===== config.mk =====
export PLATFORM = sky130hd
export DESIGN_NAME = countdown_timer
export DESIGN_NICKNAME = d
export VERILOG_FILES = /design/src/rtl/countdown_pkg.sv /design/src/rtl/press_edge.sv /design/src/rtl/countdown_timer.sv
export SDC_FILE = /design/constraint.sdc
export NUM_CORES = 1
export LEC_CHECK = 0
export ABC_AREA = 1
export ABC_CLOCK_PERIOD_IN_PS = 2000
export CAP_MARGIN = 20
export CORE_MARGIN = 2
export CORE_UTILIZATION = 50
export CTS_CLUSTER_DIAMETER = 200
export DETAILED_ROUTE_END_ITERATION = 10
export PLACE_DENSITY = 0.79
export SLEW_MARGIN = 40
export SYNTH_ARGS = -nofsm -noshare
export SYNTH_HDL_FRONTEND = slang
export SYNTH_SLANG_ARGS = --single-unit

===== constraint.sdc =====
create_clock -name clk -period 2 [get_ports clk]
set_input_delay 0.4 -clock clk [delete_from_list [all_inputs] [get_ports clk]]
set_output_delay 0.4 -clock clk [all_outputs]
set_load 0.02 [all_outputs]

===== src/rtl/countdown_pkg.sv =====
// Shared types for the countdown timer: FSM state encoding and width.
// Build option COUNTDOWN_AUTORELOAD_EN is consumed by countdown_timer.
package countdown_pkg;

  localparam int STATE_W = 2;

  typedef enum logic [STATE_W-1:0] {
    IDLE  = 2'd0,
    RUN   = 2'd1,
    PAUSE = 2'd2,
    ALARM = 2'd3
  } state_t;

endpackage


===== src/rtl/press_edge.sv =====
// Rising-edge detector for a debounced, clk-synchronous button level.
// Shared by every button consumer in the clock.
module press_edge (
  input  logic clk,
  input  logic rst_n,
  input  logic i_level,
  output logic o_edge
);

  logic r_prev;

  always_ff @(posedge clk or negedge rst_n) begin
    if (!rst_n) r_prev <= 1'b0;
    else        r_prev <= i_level;
  end

  assign o_edge = i_level & ~r_prev;

endmodule


===== src/rtl/countdown_timer.sv =====
// Run/pause/alarm countdown timer with bounded alarm duration.
// Define COUNTDOWN_AUTORELOAD_EN to reload and keep running on expiry.
module countdown_timer
  import countdown_pkg::*;
#(
  parameter int WIDTH      = 17,
  parameter int ALARM_SECS = 10
) (
  input  logic             clk,
  input  logic             rst_n,
  input  logic [WIDTH-1:0] init,
  input  logic             init_en,
  input  logic             onehz,
  input  logic             toggle_press,
  output logic [WIDTH-1:0] remain,
  output logic             running,
  output logic             alarm,
  output logic             done,
  output logic [1:0]       state
);

  localparam int CW =
    (ALARM_SECS > 0) ? $clog2(ALARM_SECS + 1) : 1;
  localparam logic [CW-1:0] CNT_LD  = CW'(ALARM_SECS);
  localparam logic [CW-1:0] CNT_ONE = CW'(1);
  localparam logic [WIDTH-1:0] REM_ONE = WIDTH'(1);

  state_t           r_state, w_state_nxt;
  logic [WIDTH-1:0] r_remain, w_remain_nxt;
  logic [WIDTH-1:0] r_reload, w_reload_nxt;
  logic [CW-1:0]    r_cnt, w_cnt_nxt;
  logic             r_alarm, w_alarm_nxt;
  logic             r_done, w_done_nxt;
  logic             r_running;
  logic             w_edge;

  press_edge u_edge (
    .clk     (clk),
    .rst_n   (rst_n),
    .i_level (toggle_press),
    .o_edge  (w_edge)
  );

  always_ff @(posedge clk or negedge rst_n) begin
    if (!rst_n) begin
      r_state   <= IDLE;
      r_remain  <= '0;
      r_reload  <= '0;
      r_cnt     <= '0;
      r_alarm   <= 1'b0;
      r_done    <= 1'b0;
      r_running <= 1'b0;
    end else begin
      r_state   <= w_state_nxt;
      r_remain  <= w_remain_nxt;
      r_reload  <= w_reload_nxt;
      r_cnt     <= w_cnt_nxt;
      r_alarm   <= w_alarm_nxt;
      r_done    <= w_done_nxt;
      r_running <= (w_state_nxt == RUN);
    end
  end

  always_comb begin
    w_state_nxt  = r_state;
    w_remain_nxt = r_remain;
    w_reload_nxt = r_reload;
    w_cnt_nxt    = r_cnt;
    w_alarm_nxt  = r_alarm;
    w_done_nxt   = 1'b0;
    if (init_en) begin
      w_remain_nxt = init;
      w_reload_nxt = init;
      w_state_nxt  = IDLE;
      w_alarm_nxt  = 1'b0;
      w_cnt_nxt    = '0;
    end else if (w_edge) begin
      case (r_state)
        IDLE:  if (r_remain != '0) w_state_nxt = RUN;
        RUN: begin
          w_state_nxt = PAUSE;
`ifdef COUNTDOWN_AUTORELOAD_EN
          w_alarm_nxt = 1'b0;
          w_cnt_nxt   = '0;
`endif
        end
        PAUSE: w_state_nxt = RUN;
        ALARM: begin
          w_state_nxt = IDLE;
          w_alarm_nxt = 1'b0;
        end
        default: w_state_nxt = IDLE;
      endcase
    end else if (onehz) begin
`ifdef COUNTDOWN_AUTORELOAD_EN
      // background alarm timer; an expiry below restarts it
      if (r_cnt == CNT_ONE) begin
        w_cnt_nxt   = '0;
        w_alarm_nxt = 1'b0;
      end else if (r_cnt != '0) begin
        w_cnt_nxt = r_cnt - CNT_ONE;
      end
`endif
      case (r_state)
        RUN: begin
          if (r_remain > REM_ONE) begin
            w_remain_nxt = r_remain - REM_ONE;
          end else if (r_remain == REM_ONE) begin
            w_done_nxt  = 1'b1;
            w_alarm_nxt = 1'b1;
            w_cnt_nxt   = CNT_LD;
`ifdef COUNTDOWN_AUTORELOAD_EN
            w_remain_nxt = r_reload;
`else
            w_remain_nxt = '0;
            w_state_nxt  = ALARM;
`endif
          end
        end
        ALARM: begin
          if (r_cnt == CNT_ONE) begin
            w_cnt_nxt   = '0;
            w_state_nxt = IDLE;
            w_alarm_nxt = 1'b0;
          end else if (r_cnt != '0) begin
            w_cnt_nxt = r_cnt - CNT_ONE;
          end
        end
        default: ;
      endcase
    end
  end

  assign remain  = r_remain;
  assign running = r_running;
  assign alarm   = r_alarm;
  assign done    = r_done;
  assign state   = r_state;

endmodule

Word level (Yosys, flattened, before mapping)
Cells that the tools add are included.

cells by class
  mux-type cells = 37
  reduce and logical (&&, ||, !) cells = 11
  order comparisons = 1
  $add $sub $neg = 2
  bitwise gates (word level) = 2
  eq/ne operators = 14

operator list
  cell                     number
  $mux W17                 6
  $mux W4                  7
  $eq A17 B1 Y1 const B    1
  $gt A17 B1 Y1 const B    1
  $reduce_bool A17 Y1      1
  $sub A17 B1 Y17 const B  1
  $mux W2                  7
  $mux W1                  13
  $ne A4 B3 Y1 const B     3
  $reduce_and A6 Y1        2
  $ne A3 B3 Y1 const B     3
  $reduce_bool A3 Y1       3
  $pmux W2 S4              1
  $pmux W4 S2              1
  $eq A2 B1 Y1 const B     2
  $eq A2 B2 Y1 const B     2
  $eq A4 B1 Y1 const B     1
  $ne A4 B4 Y1 const B     1
  $pmux W2 S2              1
  $reduce_and A4 Y1        1
  $reduce_bool A2 Y1       2
  $reduce_bool A4 Y1       1
  $sub A4 B1 Y4 const B    1
  $logic_not A2 Y1         1
  other kinds (4)          4

word-level totals
  input bits = 22
  output and inout port bits = 22
  logic and storage cells = 74
  bits in registers = 27

Logic depth before layout (Yosys ltp)
  depth after elaboration = 8
  mapped depth = 12
  gate-level depth less buffers = 11

Modules after synthesis
A second synthesis with hierarchy kept.

unflattened totals
  cell total of the unflattened synthesis = 300
  area total of the unflattened synthesis = 2025.7 µm²

by module, submodules not included
  module           cells each  area an instance (µm²)  times used  sequential area each (µm²)
  countdown_timer  297         1990.7                  1           650.6
  press_edge       3           35.0                    1           25.0

Least setup slack after synthesis
OpenSTA, ideal clock, no wires.

  kind = register -> register
  from = register r_remain[1], in the netlist remain[1]
  to = register r_remain[2], in the netlist remain[2]
  path buffers = 1
  setup slack = 298 ps
  clock period less this slack = 1702 ps
  stages on the path, launching flop included = 12
  data required time = 1883 ps
  library setup time = 117 ps
  data arrival time = 1586 ps
  cell sequence = dfrtp_1 inv_1 ha_1 nand2_1 nor2_1 nand2_2 nand2_4 o21bai_4 inv_4 buf_6 nand2_1 nand2_1

on the way
  cells in the longest elaborated chain, start to end = 6
  elaborated cells on any way between the ends = 10
  those cells by class = add/sub: 1; order compare: 1; eq/ne: 1; mux: 5; reduce/logical: 2

RTL lines
  item                                                     line                                            source
  start: declaration                                       countdown_timer.sv:29                           logic [WIDTH-1:0] r_remain, w_remain_nxt;
  start signal: assignment                                 countdown_timer.sv:55                           r_remain <= w_remain_nxt;
  $sub A17 B1 Y17 / $gt A17 B1 Y1 (equally long branches)  countdown_timer.sv:107, countdown_timer.sv:106
  $mux W17                                                 countdown_timer.sv:106                          if (r_remain > REM_ONE) begin
  $mux W17                                                 countdown_timer.sv:104                          case (r_state)
  $mux W17                                                 countdown_timer.sv:94                           end else if (onehz) begin
  $mux W17                                                 countdown_timer.sv:77                           end else if (w_edge) begin
  $mux W17                                                 countdown_timer.sv:71                           if (init_en) begin

Parallel ways exist; a longest one is shown, timed or not. The select of a mux whose other input is x is not followed.
A chain may end at the register's enable or synchronous reset.

Final worst setup path
  from = register r_remain[7], in the netlist remain[7]
  to = output port remain[7]

RTL lines
  item              line                   source
  end: declaration  countdown_timer.sv:15  output logic [WIDTH-1:0] remain,

No word-level cell between the ends.

==> results_dict.tcl <==
set metrics [dict create \
    yosysMostFrequentCell "nand2_1" \
    fin_hold_ws_ns 0.4800 \
    gp_congestion 0.9170 \
    dpl.hpwl_um 3457 \
    post_cts_buffers 0 \
    worst_slack_ns 0.1789 \
    cp.buffers_inverters 1 \
    wl_per_cell_um 11.54 \
    via_count 1985 \
    dieArea_mm2 0.004504 \
    instances_no_fill 399 \
    cts_resized 0 \
    dp_slack_ns 0.07325 \
    fillers 343 \
    antenna_cells 0 \
    finalNetCount 379 \
    cts_root_buf "clkbuf_8" \
    route.detailed.drc 0 \
    rows 22 \
    synth_nets 331 \
    synth_top_area_frac 0.3392 \
    max_stage_delay_ns 0.66 \
    netlist_area_mm2 0.001992 \
    critPathSlowestCell "clkdlybuf4s50_1" \
    r2r_end "remain[12]" \
    yosysTopAreaCell "dfrtp_1" \
    min_path_type "reg2reg" \
    path_class "reg2out" \
    die_w_um 67.12 \
    arrival_ns 1.42 \
    fmaxAchievable_mhz 549.1 \
    postCtsHoldBufs 0 \
    antenna_left 0 \
    die_y_um 67.12 \
    ys_types 30 \
    areaGrowthSynthToFinish_pct 28.33 \
    ioPinCount 44 \
    drv_slew 0 \
    grt_overflow_total 0 \
    dp_cells 395 \
    cts_buffers 3 \
    io_buffers 43 \
    cts.sinks 27 \
    synth-edff-count 0 \
    tightest_slew_ns 0.4388 \
    peakVddDrop_mv 0.4252 \
    total_leakage_power_nw 1.349 \
    finClkSkew_ns 0.003458 \
    period_share 0.9105 \
    ys.flop_type "dfrtp_1" \
    regArea_um2 675.6 \
    async_flop_share 1.000 \
    avgSynthCellArea_um2 6.552 \
    power_mw 1.830 \
    worstSetupEndpointType "output port" \
    r2r-start "remain[1]" \
    synthTopCellsByCount "145 x nand2_1, 29 x nor2_1, 27 x dfrtp_1, 27 x inv_1, 15 x nand3_1" \
    path_cells "clkdlybuf4s50_1" \
    ys_seq_elements 27 \
    ys_seq_area_frac 0.3392 \
    coreArea_mm2 0.003744 \
    ys_warn_count 0 \
    routed_via_density 4.975 \
    cap_violations 0 \
    clkTransAtPathRegs_ns 0.09 \
    antenna_found_initial 0 \
    grt_max_degree 28 \
    grt_pass1_wl_um 8059 \
    place_area_mm2 0.002511 \
    grt_usage 0.2302 \
    tns_ns 0 \
    design_area_mm2 0.002556 \
    critPathMaxFanout 5 \
    synth_area_leaders "dfrtp_1 34%, nand2_1 27%, nor2_1 5.5%, inv_1 5.1%, xor2_1 4.4%" \
    syn_inst 304 \
    cts-htree-levels 1 \
    outcome "completed" \
    final-setup-viol-count 0 \
    cp.required_ns 1.60 \
    cts_tree "built" \
    grt_pass1_vias 1873 \
    period_needed_ns 1.821 \
    power_density_mw_per_mm2 715.7 \
    hp-start "alarm" \
    utilization 0.6828 \
    hold_viol 0 \
    clk_path_buf_depth 2 \
    whs_endpoint "alarm" \
    start_util 0.5321 \
    min_path_cells 2 \
    max-slew-margin-rel 0.7055 \
    drive_gt1_frac 0.06838 \
    wirelength_um 4604 \
    path_delay_family "buffers and inverters" \
    drt_iter0_markers 139 \
    rr_worst_depth 11 \
    rsz0062_at_grt "false" \
    drt_first_pass_iters 4 \
    clock_latency_ns 0.28 \
    start_kind "register" \
    r2r_slack_ns 0.20 \
    multi_input_area_mm2 0.001167 \
]
## where the power goes
group	total, mW	internal, mW	switching (mW)
combinational	0.781	0.338	0.442
clock	0.313	0.143	0.170
sequential	0.735	0.621	0.114
## cells by family after synthesis
| family | Yosys count | synth area share |
|---|---|---|
| AOI/OAI and AO/OA | 16 | 0.05025 |
| xor gates and xnor gates | 11 | 0.04837 |
| buffers and inverters | 35 | 0.07475 |
| DFF | 27 | 0.3392 |
| and+or+nand+nor | 210 | 0.4560 |
| adders and majority gates | 5 | 0.03141 |
## worst max-delay path by stage
stage                  from    endpoint  slack, ns  cells after the start
2_1_floorplan     remain[1]   remain[2]       0.30                     11
3_3_place_gp        init_en    r_cnt[0]       0.11                      8
3_5_place_dp   toggle_press    r_cnt[0]       0.07                      9
4_1_cts           remain[1]  remain[12]       0.18                     11
5_1_grt           remain[1]  remain[16]       0.01                     11
6_report          remain[7]   remain[7]       0.18                      1
## worst register-to-register path, stage by stage (launching register included)
cell and delay [ns]:
dfrtp_1 0.44, inv_1 0.12, ha_1 0.24, nand2_1 0.13, nor2_1 0.33, nand2_1 0.10, nand2_1 0.09, nand2_1 0.05
nand2_1 0.06, nand2_1 0.05, nand2_1 0.05, nand2_1 0.04
## layout make-up
cell class	count	share of cell area
inverter	30	0.04503
clock buffer	4	0.01762
sequential	27	0.2643
tap	48	0.02349
multi-input combinational	242	0.4567
timing repair buffer	48	0.1929
## layer usage
layer,GRT usage,vias to the layer above,routed length (µm)
met5,0,-,0
li1,-,1030,-
met1,0.3004,897,2045
met3,0.02872,5,247
met2,0.4010,53,2269
met4,0.05867,0,42
## layout by cell type, fill, tap and decap left out, drive strengths merged, types with 2 or more instances in the layout
cell,count
nor2,36
nand3b,2
nand3,16
o21ai,8
nand4,3
buf,5
a21oi,4
dfrtp,27
clkbuf,4
xor2,10
nor3,3
ha,5
clkdlybuf4s50,43
nand2,149
inv,30
## state kept, by name (all words and copies together) (netlist names)
signal,flops
done,1
remain,17
alarm,1
u_edge.r_prev,1
running,1
state,2
r_cnt,4
No activity file was read; power rests on OpenSTA's default activity.
